==> src/rtl/uart_rx_sampler.sv <==
// 8N1 UART receiver: 2-flop synchronizer, mid-bit sampling, one-cycle byte/framing strobes.
// Optional define UART_RX_GLITCH_FILTER_EN: each sample is a 3-cycle majority vote of rx_s.
//
// state | meaning
// IDLE  | line idle, waiting for rx_s low
// START | timing half a bit to confirm the start bit
// DATA  | sampling 8 data bits, LSB first
// STOP  | sampling the stop bit
// BREAK | stop bit was low; waiting for the line to return high
module uart_rx_sampler #(
  parameter int CLOCKS_PER_BIT = 104,
  parameter int HALF_BIT       = CLOCKS_PER_BIT / 2
) (
  input  logic       clock,
  input  logic       reset_n,
  input  logic       uart_rx,
  output logic [7:0] data_out,
  output logic       data_out_valid,
  output logic       framing_error,
  output logic       busy
);

  localparam int CW = $clog2(CLOCKS_PER_BIT);
  localparam logic [CW-1:0] CNT_LAST = CW'(CLOCKS_PER_BIT - 1);
  localparam logic [CW-1:0] CNT_HALF = CW'(HALF_BIT - 1);

  localparam logic [2:0] IDLE  = 3'd0;
  localparam logic [2:0] START = 3'd1;
  localparam logic [2:0] DATA  = 3'd2;
  localparam logic [2:0] STOP  = 3'd3;
  localparam logic [2:0] BREAK = 3'd4;

  logic [2:0]    state;
  logic [1:0]    rx_sync;
  logic          rx_s;
  logic          sample_bit;
  logic [CW-1:0] cnt;
  logic [2:0]    bit_cnt;
  logic [7:0]    shreg;

  always_ff @(posedge clock or negedge reset_n) begin
    if (!reset_n) rx_sync <= 2'b11;
    else          rx_sync <= {rx_sync[0], uart_rx};
  end

  assign rx_s = rx_sync[1];

`ifdef UART_RX_GLITCH_FILTER_EN
  // Two previous rx_s values plus the current one form the vote window,
  // so the voted sample lands on the same cycle as the unfiltered one.
  logic [1:0] rx_hist;

  always_ff @(posedge clock or negedge reset_n) begin
    if (!reset_n) rx_hist <= 2'b11;
    else          rx_hist <= {rx_hist[0], rx_s};
  end

  assign sample_bit = (rx_hist[1] & rx_hist[0]) | (rx_hist[1] & rx_s) | (rx_hist[0] & rx_s);
`else
  assign sample_bit = rx_s;
`endif

  always_ff @(posedge clock or negedge reset_n) begin
    if (!reset_n) begin
      state          <= IDLE;
      cnt            <= '0;
      bit_cnt        <= '0;
      shreg          <= '0;
      data_out       <= '0;
      data_out_valid <= 1'b0;
      framing_error  <= 1'b0;
    end else begin
      data_out_valid <= 1'b0;
      framing_error  <= 1'b0;
      case (state)
        IDLE: begin
          cnt     <= '0;
          bit_cnt <= '0;
          if (!rx_s) state <= START;
        end
        START: begin
          if (cnt == CNT_HALF) begin
            cnt   <= '0;
            state <= sample_bit ? IDLE : DATA;
          end else begin
            cnt <= cnt + CW'(1);
          end
        end
        DATA: begin
          if (cnt == CNT_LAST) begin
            cnt     <= '0;
            shreg   <= {sample_bit, shreg[7:1]};
            bit_cnt <= bit_cnt + 3'd1;
            if (bit_cnt == 3'd7) state <= STOP;
          end else begin
            cnt <= cnt + CW'(1);
          end
        end
        STOP: begin
          if (cnt == CNT_LAST) begin
            cnt <= '0;
            if (sample_bit) begin
              data_out       <= shreg;
              data_out_valid <= 1'b1;
              state          <= IDLE;
            end else begin
              framing_error <= 1'b1;
              state         <= BREAK;
            end
          end else begin
            cnt <= cnt + CW'(1);
          end
        end
        BREAK: begin
          cnt <= '0;
          if (rx_s) state <= IDLE;
        end
        default: state <= IDLE;
      endcase
    end
  end

  assign busy = (state != IDLE);

endmodule
==> config.mk <==
export PLATFORM = sky130hd
export DESIGN_NAME = uart_rx_sampler
export DESIGN_NICKNAME = d
export VERILOG_FILES = /design/src/rtl/uart_rx_sampler.sv
export SDC_FILE = /design/constraint.sdc
export NUM_CORES = 1
export LEC_CHECK = 0
export CAP_MARGIN = 20
export CORE_MARGIN = 2
export CORE_UTILIZATION = 50
export DETAILED_ROUTE_END_ITERATION = 8
export PLACE_DENSITY = 0.71
export SLEW_MARGIN = 30
export SYNTH_ARGS = -nofsm -noshare
export SYNTH_HDL_FRONTEND = slang
export SYNTH_SLANG_ARGS = --single-unit
==> constraint.sdc <==
create_clock -name clock -period 3.1 [get_ports clock]
set_input_delay 0.31 -clock clock [delete_from_list [all_inputs] [get_ports clock]]
set_output_delay 0.31 -clock clock [all_outputs]
set_load 0.02 [all_outputs]
=== Word level (Yosys, flattened, before mapping) ===
Index checks and enable logic that the tools add are counted.

* Eq/ne operators: 13
* Muxes and demuxes: 20
* $add $sub $neg: 2
* Reductions and logical operators: 10

{| class="wikitable"
|+ Operators by type and width
! kind !! number
|-
| $mux 3 || 8
|-
| $pmux 7 s3 || 1
|-
| $pmux 3 s5 || 1
|-
| $mux 7 || 2
|-
| $ne 2x2->1 const B || 6
|-
| $add 7x1->7 const B || 1
|-
| $eq 7x6->1 const B || 1
|-
| $eq 7x7->1 const B || 1
|-
| $eq 3x2->1 const B || 2
|-
| $eq 3x3->1 const B || 2
|-
| $mux 1 || 6
|-
| $pmux 3 s2 || 1
|-
| $reduce_and 6->1 || 1
|-
| $reduce_bool 3->1 || 2
|-
| $reduce_and 2->1 || 2
|-
| $reduce_or 2->1 || 2
|-
| $add 3x1->3 const B || 1
|-
| $eq 3x1->1 const B || 1
|-
| $logic_not 3->1 || 1
|-
| $reduce_and 3->1 || 1
|-
| $mux 2 || 1
|-
| $reduce_bool 2->1 || 1
|}

* Logic and storage cells: 53
* Register bits: 33
* Bits of input ports: 3

=== Depth between registers and ports, before layout ===
* Word-level depth: 4
* Depth in mapped cells: 5

=== Worst setup path after synthesis ===
No wires, ideal clock.

* Kind: reg-to-reg
* Start point: register cnt[0]
* End point: register shreg[0]
* Arrival time: 1768 ps
* Path buffers: 1
* Setup time: 125 ps
* Stages on the path, launching flop included: 6
* Path slack: 1208 ps
* Clock period less this slack: 1892 ps
* Path through: dfrtp_1 ha_1 nand3b_1 buf_6 nor4_4 mux2_2

* Cells in the longest elaborated chain, start to end: 2

{| class="wikitable"
|+ RTL lines
! what !! RTL line !! text
|-
| from (decl) || 37 || <nowiki>logic [CW-1:0] cnt;</nowiki>
|-
| from (signal assigned) || 86 || <nowiki>cnt <= cnt + CW'(1);</nowiki>
|-
| from (signal assigned) || 96 || <nowiki>cnt <= cnt + CW'(1);</nowiki>
|-
| from (signal assigned) || 111 || <nowiki>cnt <= cnt + CW'(1);</nowiki>
|-
| $eq 7x7->1 || 90 || <nowiki>if (cnt == CNT_LAST) begin</nowiki>
|-
| $reduce_and 2->1 (no line) || - ||
|-
| to (signal assigned) || 92 || <nowiki>shreg <= {sample_bit, shreg[7:1]};</nowiki>
|-
| to (decl) || 39 || <nowiki>logic [7:0] shreg;</nowiki>
|}

Every way passes these cells.
A chain may end at the register's enable or synchronous reset.

=== Worst setup path in the final report ===
* Start point: register state[2]
* End point: output busy

* Cells in the longest elaborated chain, start to end: 1

{| class="wikitable"
|+ RTL lines
! what !! RTL line !! text
|-
| from (decl) || 33 || <nowiki>logic [2:0] state;</nowiki>
|-
| from (signal assigned) || 84 || <nowiki>state <= sample_bit ? IDLE : DATA;</nowiki>
|-
| $reduce_bool 3->1 || 123 || <nowiki>assign busy = (state != IDLE);</nowiki>
|-
| to (decl) || 20 || <nowiki>output logic busy</nowiki>
|}

Every way passes these cells.

==> run_summary.xml <==
<?xml version="1.0" encoding="UTF-8"?>
<metrics>
  <group name="status">
    <metric name="outcome" unit="">finished clean</metric>
  </group>
  <group name="routing">
    <metric name="vias" unit="">1086</metric>
    <metric name="antenna_violating_nets_remaining" unit="">0</metric>
    <metric name="firstDrtPassIters" unit="">4</metric>
    <metric name="via_per_inst" unit="">5.686</metric>
    <metric name="routedWlPerCell" unit="um">14.74</metric>
    <metric name="detail_route.drc_violations" unit="">0</metric>
    <metric name="first_iter_violations" unit="">28</metric>
    <metric name="routed_wl" unit="mm">2.816</metric>
  </group>
  <group name="grt">
    <metric name="grt_pass1_wl" unit="mm">4.740</metric>
    <metric name="gr-usage-all-layers" unit="">0.1812</metric>
    <metric name="grt_start_max_net_pins" unit="">34</metric>
    <metric name="grt_remaining_overflow" unit="">0</metric>
    <metric name="first_global_vias" unit="">1047</metric>
    <metric name="number_of_antenna_violations_at_the_first_check_in_global_routing" unit="">0</metric>
  </group>
  <group name="clock_tree">
    <metric name="cts_setup_buffers" unit="">0</metric>
    <metric name="worstSkewPairLatency" unit="ps">330</metric>
    <metric name="cts_resized" unit="">0</metric>
    <metric name="cts_max_path_buffers" unit="">2</metric>
    <metric name="cts_buffers" unit="">5</metric>
    <metric name="tritoncts" unit="">built</metric>
    <metric name="clk_transition_reported_paths" unit="ps">100</metric>
    <metric name="clock_root_buffer_master" unit="">sky130_fd_sc_hd__clkbuf_4</metric>
    <metric name="htreeDepth" unit="">2</metric>
    <metric name="total_of_hold_buffers_inserted_after_clock_tree_synthesis" unit="">0</metric>
    <metric name="numClockSinks" unit="">33</metric>
  </group>
  <group name="synth">
    <metric name="synth_ff_type" unit="">sky130_fd_sc_hd__dfrtp_1</metric>
    <metric name="postSynth.asyncResetShare" unit="">1.000</metric>
    <metric name="seq_area_frac_synth" unit="">0.5246</metric>
    <metric name="syn-instance-count" unit="">132</metric>
    <metric name="synth_fp_nets" unit="">138</metric>
    <metric name="syn-cell-area" unit="um^2">1579</metric>
    <metric name="share_of_the_synthesized_area_in_compound_gates_ao_oa_aoi_oai" unit="">0.1054</metric>
    <metric name="ys_types" unit="">35</metric>
    <metric name="synth_top_area_share" unit="">0.4913</metric>
    <metric name="synth_top_family_by_area" unit="">simple AND/OR/NAND/NOR gates</metric>
    <metric name="synthAdderAreaFrac" unit="">0.02377</metric>
    <metric name="yosys.area.top_type" unit="">sky130_fd_sc_hd__dfrtp_1</metric>
    <metric name="syn_avg_cell_area" unit="um^2">11.96</metric>
    <metric name="yosysWarningCount" unit="">0</metric>
    <metric name="ys_top_cells_by_area" unit="">sky130_fd_sc_hd__dfrtp_1 (49%), sky130_fd_sc_hd__mux2_2 (11%), sky130_fd_sc_hd__a211oi_1 (3.3%)</metric>
    <metric name="yosys.area_share.xor_xnor" unit="">0</metric>
    <metric name="synth_edf_count" unit="">0</metric>
    <metric name="synth_simple_gate_area_share" unit="">0.1783</metric>
    <metric name="synthTopCellsByCount" unit="">sky130_fd_sc_hd__dfrtp_1 (31), sky130_fd_sc_hd__mux2_2 (16), sky130_fd_sc_hd__o21ai_0 (9), sky130_fd_sc_hd__a211oi_1 (7), sky130_fd_sc_hd__nand2_1 (6)</metric>
    <metric name="yosys.cell_count.top_type" unit="">sky130_fd_sc_hd__dfrtp_1</metric>
    <metric name="synth.mux.area_fraction" unit="">0.1331</metric>
    <metric name="synth_seq_cells" unit="">33</metric>
  </group>
  <group name="setup_path">
    <metric name="critical_path_class" unit="">reg2out</metric>
    <metric name="worst_setup_path_end_kind" unit="">output port</metric>
    <metric name="cp_slowest_stage_delay" unit="ps">640</metric>
    <metric name="worstPathMaxFanout" unit="">20</metric>
    <metric name="timing.critical_path.from_type" unit="">flip-flop</metric>
    <metric name="worst_path_cell_chain" unit="">or3_1, clkdlybuf4s50_1</metric>
    <metric name="critical_path_data_required_time" unit="ps">2790</metric>
    <metric name="cp.arrival" unit="ps">2060</metric>
    <metric name="timing.critical_path.slowest_stage_cell" unit="">sky130_fd_sc_hd__dfrtp_1</metric>
  </group>
  <group name="place">
    <metric name="place.detailed.hpwl" unit="mm">1.879</metric>
    <metric name="placed_cell_area" unit="um^2">1735</metric>
    <metric name="place.port_buffers" unit="">13</metric>
    <metric name="dp_slack" unit="ps">812.3</metric>
    <metric name="gp_routability_congestion" unit="">0.8733</metric>
  </group>
  <group name="power">
    <metric name="totalPowerFinal" unit="mW">0.7780</metric>
    <metric name="power.ir.vdd_worst" unit="V">0.0002551</metric>
    <metric name="p_leak" unit="nW">0.8252</metric>
    <metric name="power_density" unit="nW/um^2">427.4</metric>
  </group>
  <group name="sta">
    <metric name="fin_crit" unit="ps">2365</metric>
    <metric name="worst_pin_slew" unit="ps">720.7</metric>
    <metric name="clock.fmax" unit="MHz">422.8</metric>
    <metric name="grt_setup_unrepaired" unit="">no</metric>
    <metric name="fin_ws" unit="ps">734.8</metric>
    <metric name="fin_setup_tns" unit="ps">0</metric>
    <metric name="slew_viol_final" unit="">0</metric>
    <metric name="slew_headroom" unit="">0.5159</metric>
    <metric name="hold_viol" unit="">0</metric>
    <metric name="setup_viol_count_final" unit="">0</metric>
    <metric name="finalCritPeriodShare" unit="">0.7630</metric>
    <metric name="fin_skew" unit="ps">1.620</metric>
  </group>
  <group name="floorplan">
    <metric name="initial_utilization" unit="">0.5215</metric>
    <metric name="ioPinCount" unit="">14</metric>
    <metric name="core" unit="um^2">3028</metric>
    <metric name="dieWidth" unit="um">60.20</metric>
    <metric name="design.die.area" unit="um^2">3623</metric>
    <metric name="chipHeight" unit="um">60.20</metric>
    <metric name="floorplan.rows" unit="">20</metric>
  </group>
  <group name="layout">
    <metric name="stdcell_area" unit="um^2">1821</metric>
    <metric name="finalNetCount" unit="">152</metric>
    <metric name="antennaDiodeCount" unit="">0</metric>
    <metric name="drive_above_1_share" unit="">0.2109</metric>
    <metric name="nFillCells" unit="">260</metric>
    <metric name="areaGrowthSynthToFinish" unit="%">15.29</metric>
  </group>
  <group name="min_path">
    <metric name="min_path_type" unit="">reg2reg</metric>
  </group>
  <group name="flow_run">
    <metric name="max-cap-violations" unit="">0</metric>
  </group>
</metrics>
-- placed cells by master (no fill, tap or decap), drive strengths merged, types with 2 or more instances in the layout --
master | Yosys | routed
and3b | 2 | 2
clkdlybuf4s50 | 0 | 13
inv | 5 | 5
o21ai | 9 | 9
clkbuf | 4 | 7
nor2 | 2 | 2
mux2i | 3 | 3
nor4 | 3 | 3
or3 | 5 | 5
nand2 | 6 | 6
a211oi | 7 | 7
dfstp | 2 | 2
nand2b | 4 | 4
nand3 | 3 | 3
ha | 3 | 3
a21oi | 3 | 3
mux2 | 16 | 16
nand3b | 3 | 3
dfrtp | 31 | 31
or4 | 3 | 3
o211ai | 4 | 4
-- through the flow --
step | hold WS (ps) | utilization | cells
after global placement | 348.0 | 0.5731 | 183
after floorplan | 14.41 | - | 132
after CTS | 365.6 | 0.6012 | 191
after detailed placement | 351.4 | 0.5731 | 183
final | 363.6 | 0.6012 | 191
after global routing | 371.4 | 0.6012 | 191
-- metal layers --
| layer | part of all wire | global-route usage | up-vias |
|---|---|---|---|
| li1 | - | - | 518 |
| met1 | 0.47 | 0.2359 | 552 |
| met2 | 0.49 | 0.2811 | 14 |
| met3 | 0.026 | 0.05844 | 2 |
| met4 | 0.0064 | 0.06667 | 0 |
| met5 | 0 | 0 | - |
-- kinds of logic (layout without fill, tap and decap cells) --
family	Yosys count	after routing
adders and majority gates	3	3
buffers and inverters	12	27
and+or+nand+nor	39	39
AOI/OAI and AO/OA	26	26
DFF	33	33
muxes	19	19
-- final timing paths --
| path | start | end | slack, ps | cells past startpoint |
|---|---|---|---|---|
| worst max-delay path | state[2]$_DFFE_PN0P_ | busy | 730 | 2 |
| worst min-delay path | rx_sync[0]$_DFF_PN1_ | rx_sync[1]$_DFF_PN1_ | 360 | 0 |
| worst max register to register | cnt[0]$_DFFE_PN0P_ | shreg[7]$_DFFE_PN0P_ | 800 | 4 |
| worst min register to register | rx_sync[0]$_DFF_PN1_ | rx_sync[1]$_DFF_PN1_ | 360 | 0 |
| max in group asynchronous | reset_n | rx_sync[0]$_DFF_PN1_ | 2400 | 2 |
| min in group asynchronous | reset_n | cnt[5]$_DFFE_PN0P_ | 370 | 2 |
-- final cells by class --
cell class,count,area (um^2),area share
multi-input combinational,87,695.7,0.3821
inverter,5,18.77,0.01031
timing repair buffer,14,137.6,0.07560
clock inverter,1,30.03,0.01649
sequential,33,828.3,0.4550
tap,44,55.05,0.03024
clock buffer,7,55.05,0.03024
-- registers in the layout, indices dropped and copies added, names as in the netlist --
register        flops
framing_error       1
shreg               8
bit_cnt             3
cnt                 7
rx_sync             2
data_out_valid      1
state               3
data_out            8
-- worst max-delay path, delay by kind of cell (launching register included) --
kind	cells	cell delay (ps)
DFF	1	640
buffers and inverters	1	560
and+or+nand+nor	1	520
-- report_power, final --
| part | switching, mW | internal, mW |
|---|---|---|
| clock | 0.139 | 0.193 |
| sequential | 0.00149 | 0.433 |
| combinational | 0.00854 | 0.00363 |
| total | 0.149 | 0.629 |
Power figures use the tool's default switching activity.
